===== config.mk =====
export PLATFORM = sky130hd
export DESIGN_NAME = fan_mode_ctrl
export DESIGN_NICKNAME = d
export VERILOG_FILES = /design/src/rtl/fan_pkg.sv /design/src/rtl/fan_tick_gen.sv /design/src/rtl/fan_mode_ctrl.sv
export SDC_FILE = /design/constraint.sdc
export NUM_CORES = 1
export LEC_CHECK = 0
export ABC_AREA = 1
export ABC_CLOCK_PERIOD_IN_PS = 2000
export BUFFER_PORTS_ARGS = -buffer_cell sky130_fd_sc_hd__buf_2
export CORE_MARGIN = 2
export CORE_UTILIZATION = 55
export DETAILED_ROUTE_END_ITERATION = 10
export PLACE_DENSITY_LB_ADDON = 0.2
export SYNTH_ARGS = -nofsm -noshare
export SYNTH_HDL_FRONTEND = slang
export SYNTH_SLANG_ARGS = --single-unit

===== constraint.sdc =====
create_clock -name clk -period 2 [get_ports clk]
set_input_delay 0.1 -clock clk [delete_from_list [all_inputs] [get_ports clk]]
set_output_delay 0.1 -clock clk [all_outputs]
set_load 0.005 [all_outputs]

===== src/rtl/fan_pkg.sv =====
// Shared definitions for the fan mode controller: state encodings,
// battery limits and a helper to clamp the battery reading.
package fan_pkg;

    typedef enum logic [1:0] {
        FAN_OFF  = 2'b00,
        FAN_LOW  = 2'b01,
        FAN_HIGH = 2'b10
    } fan_state_e;

    localparam logic [7:0] FAN_BATT_MAX       = 8'd99;
    localparam logic [7:0] FAN_LOW_THRESH_DEF = 8'd20;

    // Readings above the manager's documented range are treated as full.
    function automatic logic [7:0] batt_clamp(input logic [7:0] lvl);
        return (lvl > FAN_BATT_MAX) ? FAN_BATT_MAX : lvl;
    endfunction

endpackage


===== src/rtl/fan_tick_gen.sv =====
// Free-running 100 ms prescaler with a 200 ms phase bit; both pulses are
// registered and run regardless of the fan state.
module fan_tick_gen #(
    parameter int CLK_PER_100MS = 10_000_000
) (
    input  logic clk,
    input  logic rst,
    output logic tick_100ms,
    output logic tick_200ms
);

    localparam int            PW   = (CLK_PER_100MS > 1) ? $clog2(CLK_PER_100MS) : 1;
    localparam logic [PW-1:0] LAST = PW'(CLK_PER_100MS - 1);

    logic [PW-1:0] presc;
    logic          phase;

    always_ff @(posedge clk) begin
        if (rst) begin
            presc      <= '0;
            phase      <= 1'b0;
            tick_100ms <= 1'b0;
            tick_200ms <= 1'b0;
        end else begin
            tick_100ms <= (presc == LAST);
            // The 200 ms pulse lands on the tick where phase falls 1->0.
            tick_200ms <= (presc == LAST) && phase;
            if (presc == LAST) begin
                presc <= '0;
                phase <= ~phase;
            end else begin
                presc <= presc + PW'(1);
            end
        end
    end

endmodule


===== src/rtl/fan_mode_ctrl.sv =====
// Fan OFF/LOW/HIGH controller with spin-up delay before HIGH and battery gating.
// Optional macro FAN_AUTO_DOWNSHIFT_EN drops HIGH to LOW on a low battery.
module fan_mode_ctrl
    import fan_pkg::*;
#(
    parameter int         CLK_PER_100MS = 10_000_000,
    parameter int         SPINUP_TICKS  = 5,
    parameter logic [7:0] LOW_THRESH    = FAN_LOW_THRESH_DEF
) (
    input  logic       clk,
    input  logic       rst,
    input  logic       btn_power,
    input  logic       btn_speed,
    input  logic       sw0,
    input  logic [7:0] battery,
    input  logic       battery_empty,
    output logic [1:0] state,
    output logic       timer_100ms,
    output logic       timer_200ms,
    output logic       spinup_busy
);

    localparam int            CW       = $clog2(SPINUP_TICKS + 1);
    localparam logic [CW-1:0] SPIN_MAX = CW'(SPINUP_TICKS);

    fan_state_e    state_q, state_d;
    logic [CW-1:0] spin_cnt_q, spin_cnt_d;
    logic          pending_q, pending_d;
    logic [7:0]    batt;
    logic          forced_off, batt_ok, spun_up;

    fan_tick_gen #(
        .CLK_PER_100MS(CLK_PER_100MS)
    ) u_tick_gen (
        .clk       (clk),
        .rst       (rst),
        .tick_100ms(timer_100ms),
        .tick_200ms(timer_200ms)
    );

    assign batt       = batt_clamp(battery);
    assign forced_off = battery_empty && !sw0;
    assign batt_ok    = (batt >= LOW_THRESH);
    assign spun_up    = (spin_cnt_q == SPIN_MAX);

    always_comb begin
        state_d    = state_q;
        pending_d  = pending_q;
        spin_cnt_d = spin_cnt_q;
        if (state_q == FAN_LOW && timer_100ms && !spun_up)
            spin_cnt_d = spin_cnt_q + CW'(1);

        // Priority: forced-off, power, speed, pending completion, downshift.
        case (state_q)
            FAN_OFF: begin
                if (btn_power && !forced_off) begin
                    state_d    = FAN_LOW;
                    spin_cnt_d = '0;
                end
            end
            FAN_LOW: begin
                if (forced_off || btn_power) begin
                    state_d   = FAN_OFF;
                    pending_d = 1'b0;
                end else if (btn_speed) begin
                    if (pending_q)
                        pending_d = 1'b0;
                    else if (!spun_up)
                        pending_d = 1'b1;
                    else if (batt_ok)
                        state_d = FAN_HIGH;
                end else if (pending_q && spun_up) begin
                    pending_d = 1'b0;
                    if (batt_ok)
                        state_d = FAN_HIGH;
                end
            end
            FAN_HIGH: begin
                if (forced_off || btn_power) begin
                    state_d = FAN_OFF;
                end else if (btn_speed) begin
                    state_d    = FAN_LOW;
                    spin_cnt_d = '0;
                end
`ifdef FAN_AUTO_DOWNSHIFT_EN
                else if (timer_200ms && !batt_ok && !sw0) begin
                    state_d    = FAN_LOW;
                    spin_cnt_d = '0;
                end
`endif
            end
            default: begin
                state_d    = FAN_OFF;
                pending_d  = 1'b0;
                spin_cnt_d = '0;
            end
        endcase
    end

    always_ff @(posedge clk) begin
        if (rst) begin
            state_q    <= FAN_OFF;
            spin_cnt_q <= '0;
            pending_q  <= 1'b0;
        end else begin
            state_q    <= state_d;
            spin_cnt_q <= spin_cnt_d;
            pending_q  <= pending_d;
        end
    end

    assign state       = state_q;
    assign spinup_busy = pending_q;

endmodule


==> flow_summary.json, run 1 <==
{
  "ys_warn_count": 0,
  "dr_total_vias": 1623,
  "crit_type": "register to register",
  "rsz0062_at_grt": "no",
  "hold_viol_final": 0,
  "crit_fanout": 23,
  "dp_slack_ps": 352,
  "nFillCells": 304,
  "p_total_mw": 1.17,
  "globalRouteTotalUtil_pct": 21.5,
  "die_area_mm2": 0.00379,
  "layout_commonest_cell": "nand2_1",
  "synth_top_area_share_pct": 36.3,
  "area_growth_pct": 9.55,
  "drtIter0Drc": 69,
  "vias_per_cell": 4.89,
  "holdWs_ps": 196,
  "synth_area_leaders": "dfxtp_1 36%, nand2_1 13%, nor2_1 10%, inv_1 5.8%, nand3_1 4.7%",
  "clk_pin_slew_ps": 90,
  "post-route-period-util_pct": 83.0,
  "clkLatencyLatePin_ps": 330,
  "design_area_mm2": 0.00200,
  "fin_ws_ps": 341,
  "cp_num_buf_inv": 1,
  "root_buffer": "clkbuf_4",
  "cts_tree": "done",
  "core_mm2": 0.00310,
  "cp_slowest_stage_delay_ps": 380,
  "timing.fmax_ghz": 0.603,
  "ys_async_sr_fraction_pct": 0,
  "gr-total-overflow": 0,
  "p_comb_share_pct": 9.5,
  "avgSynthCellArea_um2": 6.85,
  "initial_core_util_pct": 58.7,
  "final_cell_mix": "64 x nand2_1, 50 x nor2_1, 33 x dfxtp_1",
  "io_buffers": 16,
  "maxSlewHeadroom_pct": 78.8,
  "synth_nets": 283,
  "grt_pass1_wl_um": 5820,
  "power.internal_mw": 0.879,
  "fin_crit_ps": 1660,
  "yosysSeqAreaShare_pct": 36.3,
  "fp.dieW_um": 61.6,
  "swShare_pct": 24.6,
  "htree_levels": 2,
  "status": "finished clean",
  "ys_ff_latch": 33,
  "synth_top_area_cell": "dfxtp_1",
  "powerDensity_mw_per_mm2": 584,
  "cts_buffer_depth": 2,
  "place_congestion": 0.861,
  "antenna_found_initial": 0,
  "end_kind": "register",
  "cap_viol_max_count": 0,
  "cts.sinks": 33,
  "p_clk_share_pct": 32.0,
  "p_sw_mw": 0.286,
  "synth_edf_count": 0,
  "first_global_vias": 1349,
  "synthFlopType": "dfxtp_1",
  "min_path_type": "input port to register",
  "critPathTopFamily": "simple AND/OR/NAND/NOR gates",
  "syn_area_mm2": 0.00182,
  "power_frac_seq_pct": 58.5,
  "vdd_ir_drop_max_mv": 0.408,
  "synthCells": 266,
  "tightest_slew_ps": 317,
  "fin_nets": 305,
  "maxSlewViolCount": 0,
  "setup_viol": 0,
  "synth_cell_type_count": 26,
  "num_rows": 20,
  "crit_path_frequent_cell": "nor2_4",
  "place_area_mm2": 0.00193,
  "num_io_pins": 19,
  "ant_nets": 0,
  "startpoint_type": "register",
  "hpwlAfterDp_um": 2640,
  "required_ps": 2210,
  "routedWlPerCell_um": 10.5,
  "cp_cell_sequence": "ha_1 > nand2_2 > nor2_4 > inv_2 > nor2_4 > nand3_4 > nand2_4 > nor2_1",
  "drive_above_1_share_pct": 17.4,
  "cts-buffers-inserted": 5,
  "crit_arrival_ps": 1870,
  "p_leak_nw": 0.731,
  "wl_um": 3500,
  "grt_max_degree": 24,
  "antenna_cells": 0,
  "drt-pass1-iter-count": 4,
  "crit_slowest_cell": "dfxtp_1",
  "final.setup_skew_ps": 10.8,
  "die_h_um": 61.6,
  "fin_setup_tns_ps": 0,
  "route.detailed.drc": 0
}
-- metal layers --
| metal | part of all wire, % | wire (µm) | up-vias | global-route usage, % |
|---|---|---|---|---|
| li1 | - | - | 876 | - |
| met1 | 49 | 1700 | 716 | 27.4 |
| met2 | 46 | 1600 | 26 | 34.0 |
| met3 | 4.3 | 151 | 5 | 6.93 |
| met4 | 1.5 | 51 | 0 | 7.90 |
| met5 | 0 | 0 | - | 0 |
-- flip-flops by register name, summed over array words and instances, names as in the netlist --
signal and cells:
u_tick_gen.presc 24, spin_cnt_q 3, state 2, spinup_busy 1
u_tick_gen.phase 1, u_tick_gen.tick_100ms 1, u_tick_gen.tick_200ms 1
-- cell type report --
cell class | count | area, µm² | share of cell area [%]
sequential | 33 | 661 | 33.1
clock buffer | 7 | 55.1 | 2.76
tap | 44 | 55.1 | 2.76
multi-input combinational | 198 | 1010 | 50.7
inverter | 33 | 124 | 6.21
timing repair buffer | 17 | 90.1 | 4.51
-- what timing repair did --
item	CTS	global route
gates resized for setup	0	0
buffers inserted	0	0
hold endpoints to repair	3	0
hold buffers	1	0
-- through the flow --
step / std cells / util [%]
6_report: 332 / 64.3
5_1_grt: 332 / 64.3
4_1_cts: 332 / 64.3
3_5_place_dp: 324 / 62.2
3_3_place_gp: 324 / 62.2
2_1_floorplan: 266 / -
-- Yosys cell counts, types with 2 or more instances --
library cell / count
a21oi_1: 5
a21oi_2: 5
dfxtp_1: 33
ha_1: 3
inv_1: 28
inv_2: 5
nand2_1: 64
nand2_2: 4
nand3_1: 17
nand3b_1: 4
nand4_1: 6
nor2_1: 50
nor2_2: 9
nor2_4: 3
nor3_1: 3
o21ai_0: 6
o21ai_1: 2
xnor2_1: 6
xor2_1: 6
-- worst min-delay path, delay by kind of cell --
kind	cells	cell delay, ps
compound gates	1	60
buf+inv	2	200
simple gates	2	120
-- power groups by stage --
stage	sequential, mW	combinational (mW)	clock [mW]
2_1_floorplan	0.696	0.0783	0
3_3_place_gp	0.696	0.108	0
3_5_place_dp	0.697	0.110	0
4_1_cts	0.682	0.111	0.389
5_1_grt	0.685	0.127	0.417
6_report	0.682	0.111	0.373
-- cell families after synthesis --
kind of cell	count (synthesis)	share of synthesized area, %
buffers and inverters	35	8.24
AND/OR/NAND/NOR	163	40.9
flip-flops	33	36.3
adder cells (fa/ha/maj)	3	2.06
AO/OA/AOI/OAI	20	6.73
XOR/XNOR	12	5.77
-- path summary, 6_finish.rpt --
check | start | to | slack [ps] | cells after the start
worst min register to register | u_tick_gen.phase | u_tick_gen.tick_200ms | 450 | 2
worst min-delay path | btn_speed | spinup_busy | 200 | 5
worst max register to register | u_tick_gen.presc[0] | u_tick_gen.presc[18] | 340 | 8
worst max-delay path | u_tick_gen.presc[0] | u_tick_gen.presc[18] | 340 | 8
Note: power is estimated with default switching activity, not from simulation.
==> run 2: changes to the inputs <==
- ABC_CLOCK_PERIOD_IN_PS: 2000 -> 1400
- CORE_UTILIZATION: 55 -> 52
- clock period: 2 -> 1.4 ns (I/O delays scaled with it)
==> flow_summary.json, run 2 (synthesis gave the netlist of run 1 again) <==
{
  "place_area_mm2": 0.00204,
  "first_global_vias": 1494,
  "r2r_slack_ps": 1,
  "nFillCells": 317,
  "cts-buffers-inserted": 5,
  "io_buffers": 16,
  "maxSlewViolCount": 0,
  "fin_crit_ps": 1400,
  "fin_ws_ps": 1.06,
  "dr_total_vias": 1690,
  "startpoint_type": "register",
  "grt_pass1_wl_um": 6290,
  "fin_setup_tns_ps": 0,
  "globalRouteTotalUtil_pct": 19.7,
  "crit_arrival_ps": 1620,
  "ant_nets": 0,
  "hpwlAfterDp_um": 2760,
  "die_area_mm2": 0.00399,
  "timing.fmax_ghz": 0.715,
  "die_h_um": 63.2,
  "end_kind": "register",
  "crit_fanout": 9,
  "largest_register": "u_tick_gen.presc",
  "final_cell_mix": "64 x nand2_1, 46 x nor2_1, 28 x inv_1",
  "required_ps": 1620,
  "p_total_mw": 1.68,
  "antenna_found_initial": 0,
  "p_leak_nw": 0.837,
  "layout.cells.non_filler": 350,
  "fp.dieW_um": 63.2,
  "route.detailed.drc": 0,
  "maxSlewHeadroom_pct": 83.3,
  "setup_viol": 0,
  "num_rows": 21,
  "design_area_mm2": 0.00219,
  "largest_reg_flops": 24,
  "post-route-period-util_pct": 99.9,
  "fin_nets": 320,
  "core_mm2": 0.00336,
  "cts_tree": "done",
  "powerDensity_mw_per_mm2": 765,
  "final_util_pct": 65.3,
  "vdd_ir_drop_max_mv": 0.557,
  "vias_per_cell": 4.83,
  "holdWs_ps": 157,
  "clkLatencyLatePin_ps": 330,
  "antenna_cells": 0,
  "layout_commonest_cell": "nand2_1",
  "dp_slack_ps": -6.60,
  "hold_viol_final": 0,
  "initial_core_util_pct": 54.2,
  "rsz0062_at_grt": "yes",
  "place_congestion": 0.885,
  "cts_buffer_depth": 2,
  "root_buffer": "clkbuf_4",
  "num_io_pins": 19,
  "area_growth_pct": 20.5,
  "cts.sinks": 33,
  "drive_above_1_share_pct": 25.7,
  "final.setup_skew_ps": 12.0,
  "tightest_slew_ps": 249,
  "gr-total-overflow": 0,
  "routedWlPerCell_um": 11.1,
  "drtIter0Drc": 94,
  "wl_um": 3880,
  "htree_levels": 2,
  "dp_cells": 338,
  "min_path_type": "input port to register",
  "grt_max_degree": 20,
  "drt-pass1-iter-count": 5,
  "status": "finished clean",
  "cap_viol_max_count": 0,
  "clk_pin_slew_ps": 110,
  "crit_type": "register to register"
}
-- run 2: cell types whose count changed in the layout (fill, tap and decap cells not counted), sizes merged --
| cell | previous run | this run |
|---|---|---|
| clkinv | 0 | 2 |
| buf | 16 | 30 |
-- run 2: layout make-up --
type	instances	area [µm²]	area share [%]
clock inverters	2	10.0	0.456
multi-input cells	198	1060	48.2
inverters	33	124	5.64
clock buffers	6	41.3	1.88
well taps	46	57.6	2.62
repair buffers	32	236	10.8
flip-flops and latches	33	668	30.4
-- run 2: worst max-delay path: stages, from the launching register on --
cell and delay, ps:
dfxtp_2 370, ha_4 140, nand2_4 70, nor2_4 100, inv_2 50, nor2_4 150, nand3_4 100, nand2_4 110
clkbuf_16 170, nor2_1 40
-- run 2: repair_timing --
| item | CTS | global route |
|---|---|---|
| endpoints found under the hold margin | 3 | 0 |
| gates cloned | 0 | 1 |
| buffers inserted | 1 | 1 |
| gates resized for setup | 2 | 14 |
| setup endpoints to repair | 23 | 29 |
| hold buffers | 1 | 0 |
| pin swaps | 0 | 4 |
-- run 2: final timing paths --
kind                  startpoint                    end  cells past startpoint
min reg2reg     u_tick_gen.phase  u_tick_gen.tick_200ms                      2
min                    btn_speed            spinup_busy                      5
max reg2reg  u_tick_gen.presc[0]    u_tick_gen.presc[9]                      9
max          u_tick_gen.presc[0]    u_tick_gen.presc[9]                      9
-- run 2: where the power goes --
part | total [mW] | leakage [nW] | switching [mW] | internal [mW]
sequential | 0.976 | 0.269 | 0.0179 | 0.959
clock | 0.513 | 0.0320 | 0.321 | 0.191
combinational | 0.189 | 0.535 | 0.105 | 0.0843
-- run 2: metal layers --
layer | vias to the layer above | part of all wire, % | track usage, %
met5 | - | 0 | 0
met4 | 0 | 2.2 | 7.07
met3 | 10 | 4.9 | 3.39
met2 | 48 | 46 | 34.0
li1 | 908 | - | -
met1 | 724 | 47 | 24.6
